File: src/rtl/vcbn_cled.sv
// vcbn_cled: modulo up/down counter with load, terminal count and cascade enable.
// Define VCBN_CLED_PRESCALE_EN to step once per PRESCALE ce pulses.
module vcbn_cled #(
  parameter int WIDTH    = 4,
  parameter int MODULUS  = 16,
  parameter int PRESCALE = 4
) (
  input  logic             clk,
  input  logic             clr,
  input  logic             ce,
  input  logic             up,
  input  logic             load,
  input  logic [WIDTH-1:0] d,
  output logic [WIDTH-1:0] Q,
  output logic             TC,
  output logic             CEO
);
  localparam logic [WIDTH-1:0] MAX = WIDTH'(MODULUS - 1);
  logic [WIDTH-1:0] q_q, q_d;
  logic             en;
`ifdef VCBN_CLED_PRESCALE_EN
  localparam int PW = PRESCALE > 1 ? $clog2(PRESCALE) : 1;
  localparam logic [PW-1:0] PMAX = PW'(PRESCALE - 1);
  logic [PW-1:0] p_q, p_d;
  always_comb begin
    en  = ce & (p_q == PMAX);
    p_d = load ? '0 : ce ? (p_q == PMAX ? '0 : p_q + 1'b1) : p_q;
  end
  always_ff @(posedge clk or posedge clr)
    if (clr) p_q <= '0;
    else     p_q <= p_d;
`else
  assign en = ce;
`endif
  // Width-extended compare so the clamp is inert when MODULUS == 2**WIDTH.
  always_comb begin
    q_d = load ? (({1'b0, d} >= (WIDTH+1)'(MODULUS)) ? MAX : d)
        : en   ? (up ? (q_q == MAX ? '0 : q_q + 1'b1) : (q_q == '0 ? MAX : q_q - 1'b1))
        : q_q;
  end
  always_ff @(posedge clk or posedge clr)
    if (clr) q_q <= '0;
    else     q_q <= q_d;
  assign Q   = q_q;
  assign TC  = up ? (q_q == MAX) : (q_q == '0);
  assign CEO = TC & en;
endmodule

File: config.mk
export PLATFORM = sky130hd
export DESIGN_NAME = vcbn_cled
export DESIGN_NICKNAME = d
export VERILOG_FILES = /design/src/rtl/vcbn_cled.sv
export SDC_FILE = /design/constraint.sdc
export NUM_CORES = 1
export LEC_CHECK = 0
export ABC_CLOCK_PERIOD_IN_PS = 1600
export BUFFER_PORTS_ARGS = -buffer_cell sky130_fd_sc_hd__buf_2
export CAP_MARGIN = 20
export CORE_AREA = 8 8 45 47
export CTS_CLUSTER_DIAMETER = 120
export DETAILED_ROUTE_END_ITERATION = 10
export DIE_AREA = 0 0 53 55
export REMOVE_ABC_BUFFERS = 1
export SLEW_MARGIN = 10
export SYNTH_ARGS = -nofsm -noshare
export SYNTH_HDL_FRONTEND = slang
export SYNTH_SLANG_ARGS = --single-unit
File: constraint.sdc
create_clock -name clk -period 1.6 [get_ports clk]
set_input_delay 0.32 -clock clk [delete_from_list [all_inputs] [get_ports clk]]
set_output_delay 0.32 -clock clk [all_outputs]
set_load 0.02 [all_outputs]
### Word level (Yosys, flattened, before mapping)

Index checks and enable logic that the tools add are counted.

* logic and storage cells: 13
* output and inout port bits: 6
* register bits: 4
* bits of input ports: 9

* bitwise logic cells: 1
* mux-type cells: 6
* eq/ne operators: 1
* reductions and logical operators: 2
* add/sub/neg operators: 2

Operators by type and width (number)
* 2-to-1 mux 4 bit: 5
* adder 4 x 1 -> 4 bit, second input constant: 1
* == test 4 bit, second input constant: 1
* logical NOT 4 bit: 1
* subtractor 4 x 1 -> 4 bit, second input constant: 1
* nonzero test 2 bit: 1
* bitwise AND 1 bit: 1
* 2-to-1 mux 1 bit: 1

### Longest topological paths before layout

* depth after elaboration: 5
* mapped depth: 7

### Worst setup path before layout

OpenSTA, ideal clock, no wires.

* path kind: register to output
* from: register q_q[0] (netlist: Q[0])
* to: output CEO
* arrival time: 1.887 ns
* path buffers: 1
* stages on the path, launching flop included: 7
* path slack: -0.607 ns
* cell sequence: dfrtp_1 > buf_2 > inv_1 > ha_1 > or3b_4 > o21ai_1 > and2_1

* word-level cells in the longest chain between the ends: 3
* elaborated cells between the ends (all ways): 4
* those cells by class: 1 x eq/ne; 1 x mux; 1 x bitwise; 1 x reduce/logical

Ends and longest elaborated chain
* start, declared: RTL line 19 `logic [WIDTH-1:0] q_q, q_d;`
* start signal, assigned: RTL line 43 `else q_q <= q_d;`
* == test 4 bit or logical NOT 4 bit (tied branches): RTL line 45 `assign TC = up ? (q_q == MAX) : (q_q == '0);`
* 2-to-1 mux 1 bit *: RTL line 45
* named net TC: RTL line 15 `output logic TC,`
* bitwise AND 1 bit *: RTL line 46 `assign CEO = TC & en;`
* end, declared: RTL line 16 `output logic CEO`

Mark *: on every way through the listed nets, which the timed path passes. The rest lies on a longest branch.

### Worst setup path in the final report

* from: register q_q[1] (netlist: Q[1])
* to: output CEO

* word-level cells in the longest chain between the ends: 3
* elaborated cells between the ends (all ways): 4
* those cells by class: 1 x eq/ne; 1 x mux; 1 x bitwise; 1 x reduce/logical

Ends and longest elaborated chain (RTL line)
* == test 4 bit or logical NOT 4 bit (tied branches): 45
* 2-to-1 mux 1 bit *: 45
* bitwise AND 1 bit *: 46

Mark *: on every way between the ends. The rest lies on a longest branch, timed or not.

==> results.ini <==
[clock_tree]
cts.sinks=4
cts_tree=built
h-tree-depth=1
path_clk_slew_ns=0.04
clock_latency_ns=0.23
clock-root-buffer=clkbuf_4
cts_buffers=3
clock_path_buffers=2

[run_status]
violations=setup timing
status=complete, but fails checks

[worst_setup_path]
start_kind=flop
r2r_slack_ns=0
reg2reg_to=Q[0]
worstSetupEndpointType=output port
worst_ep_arrival_time_ns=1.61
r2r_start=Q[0]
required_ns=1.28
cp_max_fo=2
reg2reg_depth=7
crit_type=reg -> out

[routing]
drt_first_pass_iters=2
vias=392
vias_per_cell=4.72
wire_per_inst_um=12.1
totalWireLength_um=1000
drc=0
drt_iter0_drc=1
ant_nets=0

[logic_synthesis]
avgSynthCellArea_um2=8.47
synthMuxAreaShare_pct=2.75
syn_inst=43
synth-simple-area-share_pct=14.8
yosysSeqAreaShare_pct=27.5
syn_area_um2=364
synth-compound-area-share_pct=33.3
ys_ff_latch=4
synth_top_area_share_pct=27.5
ys_warn_count=0
synthTopCellsByArea=dfrtp_1 (27%), ha_1 (6.9%), a21oi_1 (5.5%)
synth_top_family_by_area=compound AO/OA/AOI/OAI gates
synth-xor-area-share_pct=4.81
synth_fa_ha_area_share_pct=6.87
synth_area_leader_cell=dfrtp_1
synth_cell_types=26

[global_route]
grt_pass1_vias=434
grt_max_degree=10
grt_usage_pct=7.61
grt_pass1_wl_um=1660
gr-total-overflow=0
antenna_found_initial=0

[power_and_ir_drop]
combPwrFrac_pct=44.9
finalPower_uw=454
p_int_uw=300
sw_frac_of_total_pct=34.0
power.density_mw_per_mm2=816
p_switching_uw=155
vdd_drop_max_uv=409
leakage_nw=0.280
clock_power_share_pct=26.9
power_frac_seq_pct=28.2

[sta]
hold_violations=0
period_minus_slack_ns=1.93
tns_ns=-0.636
slew_violations=0
rsz0062_at_grt=yes
tightest_slew_ns=0.319
min_period_over_period_pct=121
max_slew_margin_pct=78.7
fmax_ghz=0.518
setup_viol=2
skew_ns=0.00101
setup_ws_ns=-0.332

[layout]
num_antenna_cells=0
largest_reg_flops=4
instances_no_fill=83
syn2layout_area_growth_pct=52.9
num-nets-final=80
utilization_pct=40.2
drive_gt1_share_pct=49.3

[floorplan]
die_h_um=55
start_util_pct=26.3
rows=14
dieArea_mm2=0.00292
io_pins=15
die_width_um=53
core_mm2=0.00138

[job]
drv_cap=0

[placed_design]
place_inst=75
place_hpwl_um=767
io_buffers=14
routabilityCongestion=0.778
pre_cts_ws_ns=-0.156

[min_path]
worst_hold_path.endpoint=Q[0]
hold_path.class=in -> reg
hold_path_startpoint=d[0]
whs_path_depth=3

timing repair:
action,4_1_cts,5_1_grt
gates resized for setup,6,2
hold buffers,1,0
buffers inserted,2,2
setup endpoints to repair,3,3
pin swaps,2,0
endpoints found under the hold margin,4,0
per-layer routing:
layer / global-route usage [%] / wire length (um) / up-vias
met2: 12.9 / 525 / 10
met1: 7.80 / 419 / 181
met5: 0 / 0 / -
met4: 6.47 / 0 / 0
li1: - / - / 201
met3: 1.87 / 58 / 0
logic make-up after synthesis:
family | after synthesis
and+or+nand+nor | 10
buffers and inverters | 7
adders and majority gates | 2
xor gates and xnor gates | 2
DFF | 4
AOI/OAI and AO/OA | 17
muxes | 1
through the flow:
stage / hold WS [ns] / instance area, um2
2_1_floorplan: 0.0861 / 343
3_3_place_gp: 0.206 / 470
3_5_place_dp: 0.205 / 470
4_1_cts: 0.297 / 537
5_1_grt: 0.316 / 557
6_report: 0.304 / 557
worst max-delay path by stage:
stage / from / end / cells after the start
after floorplan: Q[0] / CEO / 5
after global placement: Q[1] / CEO / 6
after detailed placement: Q[0] / CEO / 6
after CTS: Q[0] / CEO / 6
after global routing: Q[1] / CEO / 6
final: Q[1] / CEO / 6
cell type report:
class | count | area, um2
Fill cell | 152 | 827
Timing Repair Buffer | 24 | 160
Multi-Input combinational cell | 32 | 239
Clock buffer | 3 | 22.5
Inverter | 4 | 15.0
Tap cell | 16 | 20.0
Sequential cell | 4 | 100
worst max-delay path, stage by stage, from the launching register on:
cell and delay, ns:
dfrtp_1 0.37, inv_1 0.06, ha_2 0.16, or3b_4 0.38, o21ai_2 0.14, and2_4 0.16
buf_6 0.11
layout by cell type (no fill, tap or decap), types with 3 or more instances in the layout:
cell	instances
a21oi_1	4
buf_2	12
buf_4	9
clkbuf_4	3
dfrtp_1	4
inv_1	4
nand2_1	3
power by group through the flow:
| stage | Combinational, mW | Sequential (mW) | Clock (mW) |
|---|---|---|---|
| after CTS | 0.195 | 0.127 | 0.129 |
| after detailed placement | 0.180 | 0.128 | 0 |
| after floorplan | 0.0810 | 0.155 | 0 |
| after global placement | 0.177 | 0.127 | 0 |
| after global routing | 0.225 | 0.129 | 0.138 |
| final | 0.204 | 0.128 | 0.122 |
synthesized netlist by cell type, drive strengths merged:
master	count
o31ai	2
mux2i	1
nand2	3
a221oi	1
a21oi	4
and2	1
dfrtp	4
nor2	2
xor2	1
nor2b	1
or3b	1
nand4	1
ha	2
o21ai	5
o21ba	1
nand3	1
inv	4
a21boi	1
a21o	1
xnor2	1
a31o	1
o221ai	1
buf	3
Power figures use the tool's default switching activity.
